### src/rtl/dac_spi_tx_if.sv
// Bus bundle between a sample source and the dual-channel DAC SPI transmitter.
// The master side supplies sample words and strobes; the slave side drives the DAC pins.
interface dac_spi_tx_if;
    logic        clk_sampling;
    logic        enableA;
    logic        enableB;
    logic [11:0] dacA_word;
    logic [11:0] dacB_word;
    logic        cs_n;
    logic        sclk;
    logic        mosi;
    logic        ldac_n;
    logic        busy;
    logic        overrun;

    modport master (
        output clk_sampling, enableA, enableB, dacA_word, dacB_word,
        input  cs_n, sclk, mosi, ldac_n, busy, overrun
    );

    modport slave (
        input  clk_sampling, enableA, enableB, dacA_word, dacB_word,
        output cs_n, sclk, mosi, ldac_n, busy, overrun
    );
endinterface

### src/rtl/dac_spi_tx.sv
// Dual-channel SPI DAC transmitter: on each sample strobe it sends frame A, then frame B,
// then pulses LDAC_n so that both channels update together. SPI mode 0, MSB first.
// All DAC pins are driven straight from flops.
module dac_spi_tx #(
    parameter int CLK_DIV     = 5,
    parameter int CS_GAP      = 5,
    parameter int LDAC_CYCLES = 5
) (
    input  logic         clk,
    input  logic         reset,
    dac_spi_tx_if.slave  dac
);

    typedef enum logic [2:0] {
        IDLE,
        FRAME_A,
        GAP_A,
        FRAME_B,
        GAP_B,
        LDAC
    } state_t;

    localparam logic [7:0] DIV_RELOAD  = 8'(CLK_DIV - 1);
    localparam logic [7:0] GAP_RELOAD  = 8'(CS_GAP - 1);
    localparam logic [7:0] LDAC_RELOAD = 8'(LDAC_CYCLES - 1);

    state_t      state_q, state_d;
    logic [7:0]  div_q, div_d;
    logic [3:0]  bit_q, bit_d;
    logic        hold_q, hold_d;
    logic [11:0] dacA_q, dacA_d;
    logic [11:0] dacB_q, dacB_d;
    logic        enA_q, enA_d;
    logic        enB_q, enB_d;
    logic        cs_n_q, cs_n_d;
    logic        sclk_q, sclk_d;
    logic        mosi_q, mosi_d;
    logic        ldac_n_q, ldac_n_d;
    logic        busy_q, busy_d;
    logic        overrun_q, overrun_d;

    logic [15:0] wordA;
    logic [15:0] wordB;
    logic [15:0] curWord;
    logic [3:0]  nextIdx;

    // Frame layout: {A/B select, don't-care, GA_n (1x gain), SHDN_n, 12-bit code}.
    assign wordA   = {1'b0, 1'b0, 1'b1, enA_q, dacA_q};
    assign wordB   = {1'b1, 1'b0, 1'b1, enB_q, dacB_q};
    assign curWord = (state_q == FRAME_B) ? wordB : wordA;
    assign nextIdx = bit_q - 4'd1;

    // Next-state and next-output logic; a single down-counter times every phase.
    always_comb begin
        state_d   = state_q;
        div_d     = div_q;
        bit_d     = bit_q;
        hold_d    = hold_q;
        dacA_d    = dacA_q;
        dacB_d    = dacB_q;
        enA_d     = enA_q;
        enB_d     = enB_q;
        cs_n_d    = cs_n_q;
        sclk_d    = sclk_q;
        mosi_d    = mosi_q;
        ldac_n_d  = ldac_n_q;
        overrun_d = dac.clk_sampling && (state_q != IDLE);

        case (state_q)
            IDLE: begin
                if (dac.clk_sampling) begin
                    dacA_d  = dac.dacA_word;
                    dacB_d  = dac.dacB_word;
                    enA_d   = dac.enableA;
                    enB_d   = dac.enableB;
                    state_d = FRAME_A;
                    cs_n_d  = 1'b0;
                    sclk_d  = 1'b0;
                    mosi_d  = wordA[15];
                    bit_d   = 4'd15;
                    div_d   = DIV_RELOAD;
                    hold_d  = 1'b0;
                end
            end
            FRAME_A, FRAME_B: begin
                if (div_q != 8'd0) begin
                    div_d = div_q - 8'd1;
                end else if (hold_q) begin
                    hold_d  = 1'b0;
                    cs_n_d  = 1'b1;
                    mosi_d  = 1'b0;
                    div_d   = GAP_RELOAD;
                    state_d = (state_q == FRAME_A) ? GAP_A : GAP_B;
                end else if (!sclk_q) begin
                    sclk_d = 1'b1;
                    div_d  = DIV_RELOAD;
                end else begin
                    sclk_d = 1'b0;
                    div_d  = DIV_RELOAD;
                    if (bit_q == 4'd0) begin
                        hold_d = 1'b1;
                    end else begin
                        bit_d  = nextIdx;
                        mosi_d = curWord[nextIdx];
                    end
                end
            end
            GAP_A: begin
                if (div_q != 8'd0) begin
                    div_d = div_q - 8'd1;
                end else begin
                    state_d = FRAME_B;
                    cs_n_d  = 1'b0;
                    mosi_d  = wordB[15];
                    bit_d   = 4'd15;
                    div_d   = DIV_RELOAD;
                end
            end
            GAP_B: begin
                if (div_q != 8'd0) begin
                    div_d = div_q - 8'd1;
                end else begin
                    state_d  = LDAC;
                    ldac_n_d = 1'b0;
                    div_d    = LDAC_RELOAD;
                end
            end
            LDAC: begin
                if (div_q != 8'd0) begin
                    div_d = div_q - 8'd1;
                end else begin
                    state_d  = IDLE;
                    ldac_n_d = 1'b1;
                end
            end
            default: begin
                state_d = IDLE;
            end
        endcase

        busy_d = (state_d != IDLE);
    end

    // State, counters, shadow registers and registered pins; reset abandons any transfer.
    always_ff @(posedge clk) begin
        if (reset) begin
            state_q   <= IDLE;
            div_q     <= 8'd0;
            bit_q     <= 4'd0;
            hold_q    <= 1'b0;
            dacA_q    <= 12'd0;
            dacB_q    <= 12'd0;
            enA_q     <= 1'b0;
            enB_q     <= 1'b0;
            cs_n_q    <= 1'b1;
            sclk_q    <= 1'b0;
            mosi_q    <= 1'b0;
            ldac_n_q  <= 1'b1;
            busy_q    <= 1'b0;
            overrun_q <= 1'b0;
        end else begin
            state_q   <= state_d;
            div_q     <= div_d;
            bit_q     <= bit_d;
            hold_q    <= hold_d;
            dacA_q    <= dacA_d;
            dacB_q    <= dacB_d;
            enA_q     <= enA_d;
            enB_q     <= enB_d;
            cs_n_q    <= cs_n_d;
            sclk_q    <= sclk_d;
            mosi_q    <= mosi_d;
            ldac_n_q  <= ldac_n_d;
            busy_q    <= busy_d;
            overrun_q <= overrun_d;
        end
    end

    assign dac.cs_n    = cs_n_q;
    assign dac.sclk    = sclk_q;
    assign dac.mosi    = mosi_q;
    assign dac.ldac_n  = ldac_n_q;
    assign dac.busy    = busy_q;
    assign dac.overrun = overrun_q;

endmodule
### src/flat_wrapper.sv
// flat-port wrapper written by rule: the top's interface ports become plain ports
module dac_spi_tx_flat 
#(
    parameter int CLK_DIV     = 5,
    parameter int CS_GAP      = 5,
    parameter int LDAC_CYCLES = 5
)
  (clk, reset, dac_clk_sampling, dac_enableA, dac_enableB, dac_dacA_word, dac_dacB_word, dac_cs_n, dac_sclk, dac_mosi, dac_ldac_n, dac_busy, dac_overrun);
  dac_spi_tx_if dac_i ();
  input  logic clk;
  input  logic reset;
  input wire logic [$bits(dac_i.clk_sampling)-1:0] dac_clk_sampling;
  input wire logic [$bits(dac_i.enableA)-1:0] dac_enableA;
  input wire logic [$bits(dac_i.enableB)-1:0] dac_enableB;
  input wire logic [$bits(dac_i.dacA_word)-1:0] dac_dacA_word;
  input wire logic [$bits(dac_i.dacB_word)-1:0] dac_dacB_word;
  output wire logic [$bits(dac_i.cs_n)-1:0] dac_cs_n;
  output wire logic [$bits(dac_i.sclk)-1:0] dac_sclk;
  output wire logic [$bits(dac_i.mosi)-1:0] dac_mosi;
  output wire logic [$bits(dac_i.ldac_n)-1:0] dac_ldac_n;
  output wire logic [$bits(dac_i.busy)-1:0] dac_busy;
  output wire logic [$bits(dac_i.overrun)-1:0] dac_overrun;
  assign dac_i.clk_sampling = dac_clk_sampling;
  assign dac_i.enableA = dac_enableA;
  assign dac_i.enableB = dac_enableB;
  assign dac_i.dacA_word = dac_dacA_word;
  assign dac_i.dacB_word = dac_dacB_word;
  assign dac_cs_n = dac_i.cs_n;
  assign dac_sclk = dac_i.sclk;
  assign dac_mosi = dac_i.mosi;
  assign dac_ldac_n = dac_i.ldac_n;
  assign dac_busy = dac_i.busy;
  assign dac_overrun = dac_i.overrun;
  dac_spi_tx #(.CLK_DIV(CLK_DIV), .CS_GAP(CS_GAP), .LDAC_CYCLES(LDAC_CYCLES)) u_core (.clk(clk), .reset(reset), .dac(dac_i));
endmodule
### config.mk
export PLATFORM = sky130hd
export DESIGN_NAME = dac_spi_tx_flat
export DESIGN_NICKNAME = d
export VERILOG_FILES = /design/src/rtl/dac_spi_tx_if.sv /design/src/rtl/dac_spi_tx.sv /design/src/flat_wrapper.sv
export SDC_FILE = /design/constraint.sdc
export NUM_CORES = 1
export LEC_CHECK = 0
export CAP_MARGIN = 20
export CORE_UTILIZATION = 45
export DETAILED_ROUTE_END_ITERATION = 16
export DONT_BUFFER_PORTS = 1
export PLACE_DENSITY = 0.69
export RECOVER_POWER = 25
export SLEW_MARGIN = 10
export SYNTH_ARGS = -nofsm -noshare
export SYNTH_HDL_FRONTEND = slang
export SYNTH_SLANG_ARGS = --single-unit
### constraint.sdc
create_clock -name clk -period 3.1 [get_ports clk]
set_input_delay 0.31 -clock clk [delete_from_list [all_inputs] [get_ports clk]]
set_output_delay 0.31 -clock clk [all_outputs]
set_load 0.05 [all_outputs]
Word-level counts from Yosys, hierarchy flattened
Cells that the tools add are included.

cells by class
  add/sub/neg operators = 2
  magnitude comparators = 1
  equality and inequality tests = 17
  mux-type cells = 43
  reduce and logical (&&, ||, !) cells = 20

operator list
  operator             number
  $mux 4               6
  $mux 8               3
  $pmux 8 s3           1
  $mux 3               7
  $mux 1               17
  $mux 16              1
  $pmux 3 s5           1
  $ne 2x2->1 const B   7
  $pmux 4 s3           1
  $reduce_bool 3->1    4
  $reduce_and 3->1     3
  $reduce_bool 8->1    1
  $sub 8x1->8 const B  1
  $reduce_and 7->1     1
  $eq 3x2->1 const B   2
  $eq 3x3->1 const B   2
  $ne 2x1->1 const B   3
  $pmux 1 s2           3
  $pmux 1 s3           2
  $reduce_and 6->1     1
  $lt 4x5->1 const B   1
  $reduce_and 5->1     1
  $bmux 1 s4           1
  $logic_not 4->1      1
  other kinds (11)     12

storage, ports and cells
  register bits = 48
  input bits = 29
  output and inout bits = 6
  word-level logic and storage cells = 97

Logic depth before layout (Yosys ltp)
  depth in word-level cells = 9
  mapped depth = 9

Worst setup path after synthesis
OpenSTA, ideal clock, no wires.

  path kind = register -> register
  start = reg u_core.bit_q[0]
  end = reg u_core.mosi_q (netlist: u_core.dac.mosi)
  arrival = 2.265 ns
  required time = 2.980 ns
  slack = 0.715 ns
  cell stages (with the launch flop) = 9
  buffers on the path = 1
  clock period less this slack = 2.385 ns
  cells stage by stage = dfxtp_1 buf_4 inv_1 ha_1 xnor2_1 mux4_2 mux4_2 a22oi_1 o21ai_1

on the way
  word-level cells in the longest chain between the ends = 8

RTL lines
  item                          line               text
  start: declaration            dac_spi_tx.sv:29   logic [3:0] bit_q, bit_d;
  start signal: assignment      dac_spi_tx.sv:164  bit_q <= bit_d;
  $sub 4x1->4                   dac_spi_tx.sv:51   assign nextIdx = bit_q - 4'd1;
  $bmux 1 s4                    dac_spi_tx.sv:104  mosi_d = curWord[nextIdx];
  $mux 1 (not written as such)  dac_spi_tx.sv:104
  $mux 1                        dac_spi_tx.sv:100  if (bit_q == 4'd0) begin
  $mux 1                        dac_spi_tx.sv:94   end else if (!sclk_q) begin
  $mux 1                        dac_spi_tx.sv:88   end else if (hold_q) begin
  $mux 1                        dac_spi_tx.sv:86   if (div_q != 8'd0) begin
  $pmux 1 s3                    dac_spi_tx.sv:69   case (state_q)
  end signal: assignment        dac_spi_tx.sv:172  mosi_q <= mosi_d;
  end: declaration              dac_spi_tx.sv:37   logic mosi_q, mosi_d;

Several ways; a longest one is shown, not always the timed one. The select of a mux whose other input is x is not followed.
A chain may end at the register's enable or synchronous reset.

Final worst setup path
Ends and elaborated chain as after synthesis.

==> run_results.csv <==
group,metric,value,unit
worst_hold_path,hp-class,"input pin to flip-flop",
sta,finalHoldViolCount,0,
clock_network,post_cts_buffers,0,
floorplanning,dieArea,5510,µm²
yosys,ys_ff_latch,48,
clock_network,clockBufferDepth,2,
yosys,yosys.area.top_type,"dfxtp_1",
yosys,syn_avg_cell_area,8.33,µm²
grt,grt_pass1_vias,1697,
drt,dr.first_iter.drc_count,167,
yosys,synth_flop_cell,"dfxtp_1",
power,p_per_area,599,nW/µm²
sta,tns,0,ns
clock_network,clkTransAtPathRegs,0.09,ns
power,leakage,0.878,nW
yosys,yosysTopAreaCellShare,40.9,%
clock_network,ctsResizeCount,0,
sta,max_freq,403,MHz
grt,grt_use_total,19.7,%
sta,fin_hold_ws,0.0720,ns
floorplanning,io_pins,35,
floorplanning,die-width,74.2,µm
finish,drive_above_1_share,8.70,%
floorplanning,fp-row-count,25,
critical_path,arrival,2.68,ns
finish,layout.nets,308,
critical_path,start_kind,"flip-flop",
finish,diodes,0,
yosys,ys_seq_area_share,40.9,%
yosys,syn-instance-count,282,
clock_network,cts_max_level,2,
drt,wire_per_inst,14.2,µm
drt,vias,1909,
sta,worst_pin_slew,0.993,ns
drt,drt.antenna.violating_nets,0,
clock_network,hold_buffers,0,
yosys,syn-num-nets,315,
critical_path,crit_required,3.30,ns
drt,wl,4880,µm
drt,drc,0,
sta,fin_worst_skew,0.00422,ns
run,cap_viol_max_count,0,
yosys,synth_commonest_cells,"nand2_1 (66), dfxtp_1 (48), a21oi_1 (35)",
run_status,status,"complete, no violations",
place,portBuffers,0,
grt,antenna_found_initial,0,
grt,grt_max_degree,44,
clock_network,clock_sinks,48,
grt,grt-ovfl-total,0,
floorplanning,start_util,48.1,%
clock_network,cts_tree,"built",
sta,slew_viol_final,0,
sta,slew_headroom,33.8,%
clock_network,cts_root_buf,"clkbuf_8",
yosys,synth.distinct_cells,52,
grt,grt_pass1_wl,8270,µm
finish,nFillCells,501,
power,p_total,1.48,mW
floorplanning,coreArea,4880,µm²
sta,rsz0062_at_grt,"no",
place,gp_congestion,0.796,
critical_path,cp-end-kind,"flip-flop",
drt,drt-vias-per-instance,5.57,
yosys,yosys_warnings,0,
yosys,synthesis.area,2350,µm²
critical_path,crit_type,"flip-flop to flip-flop",
yosys,synth-edff-count,0,
finish,synthToLayoutAreaGrowth,5.33,%
clock_network,clkLatencyLatePin,0.30,ns
clock_network,numCtsBuffers,5,
finish,utilization,50.7,%
sta,period_needed,2.48,ns
critical_path,cp_max_fo,9,
power,ir_worst_vdd,290,µV
sta,period_share,80.1,%
place,dp_hpwl,3320,µm
drt,drt-pass1-iter-count,4,
sta,setup_viol,0,
yosys,synth_area_leaders,"dfxtp_1 (41%), nand2_1 (11%), a21oi_1 (7.5%), mux4_2 (5.8%), nor2_1 (3.5%)",
yosys,synth_most_common_cell,"nand2_1",
yosys,async_reset_ff_share,0,%
floorplanning,fp.dieH,74.2,µm
==> final timing paths <==
check	cells past startpoint	end	start	slack [ns]
worst max-delay path	7	u_core.dac.mosi	u_core.bit_q[0]	0.62
worst min-delay path	1	u_core.state_q[0]	reset	0.07
worst max register to register	7	u_core.dac.mosi	u_core.bit_q[0]	0.62
worst min register to register	2	u_core.dacB_q[6]	u_core.dacB_q[6]	0.46
==> sequential cells by signal (all words and copies together), names as in the netlist, 3 cells and up <==
register        flops
u_core.div_q        8
u_core.dacA_q      12
u_core.dacB_q      12
u_core.state_q      3
u_core.bit_q        4
==> where the power goes <==
| group | switching, mW | internal (mW) |
|---|---|---|
| logic | 0.201 | 0.151 |
| clock network | 0.221 | 0.181 |
| registers | 0.0611 | 0.667 |
| total | 0.483 | 0.999 |
==> worst max-delay path, stage by stage (launching register included) <==
cell and delay [ns]:
dfxtp_1 0.33, inv_1 0.10, ha_1 0.25, xnor2_1 0.58, mux4_2 0.41, mux4_2 0.47, a22oi_1 0.16, o21ai_1 0.09
==> layout make-up <==
type / count / area [µm²] / share of cell area (%)
clock buffer: 6 / 82.6 / 3.34
clock inverter: 2 / 15.0 / 0.607
inverter: 6 / 22.5 / 0.910
multi-input combinational: 210 / 1280 / 51.8
sequential: 48 / 961 / 38.8
tap: 67 / 83.8 / 3.39
timing repair buffer: 4 / 26.3 / 1.06
==> cell usage in the layout, fill, tap and decap left out, types with 3 or more instances in the layout <==
cell | netlist | routed
nand2_1 | 66 | 67
clkbuf_8 | 0 | 6
buf_4 | 1 | 3
mux4_2 | 6 | 6
nor2_1 | 22 | 22
ha_1 | 4 | 4
nor3b_1 | 3 | 3
o21ai_0 | 6 | 6
nor4_1 | 3 | 3
a311oi_1 | 3 | 3
dfxtp_1 | 48 | 48
nor3_1 | 5 | 5
nand2b_1 | 5 | 5
a31oi_1 | 3 | 3
a21oi_1 | 35 | 35
xor2_1 | 5 | 5
inv_1 | 6 | 6
xnor2_1 | 4 | 4
==> layer usage <==
layer | global-route usage (%) | routed length [µm] | vias up
li1 | - | - | 966
met1 | 29.6 | 2410 | 888
met2 | 27.9 | 2170 | 49
met3 | 4.61 | 250 | 6
met4 | 5.87 | 51 | 0
met5 | 0 | 0 | -
==> kinds of logic after synthesis <==
kind of cell / count (synthesis) / synth area share, %
flops: 48 / 40.9
fa+ha+maj: 4 / 2.13
compound gates: 65 / 17.6
xor+xnor: 9 / 3.36
simple gates: 123 / 24.6
buf+inv: 24 / 4.37
mux: 9 / 7.09
==> per-stage QoR <==
stage	cells	area (µm²)	setup slack, ns
3_5_place_dp	335	2380	0.598
5_1_grt	343	2470	0.419
6_report	343	2470	0.616
2_1_floorplan	282	2350	0.715
3_3_place_gp	335	2380	0.682
4_1_cts	343	2480	0.602
Power figures use the tool's default switching activity.
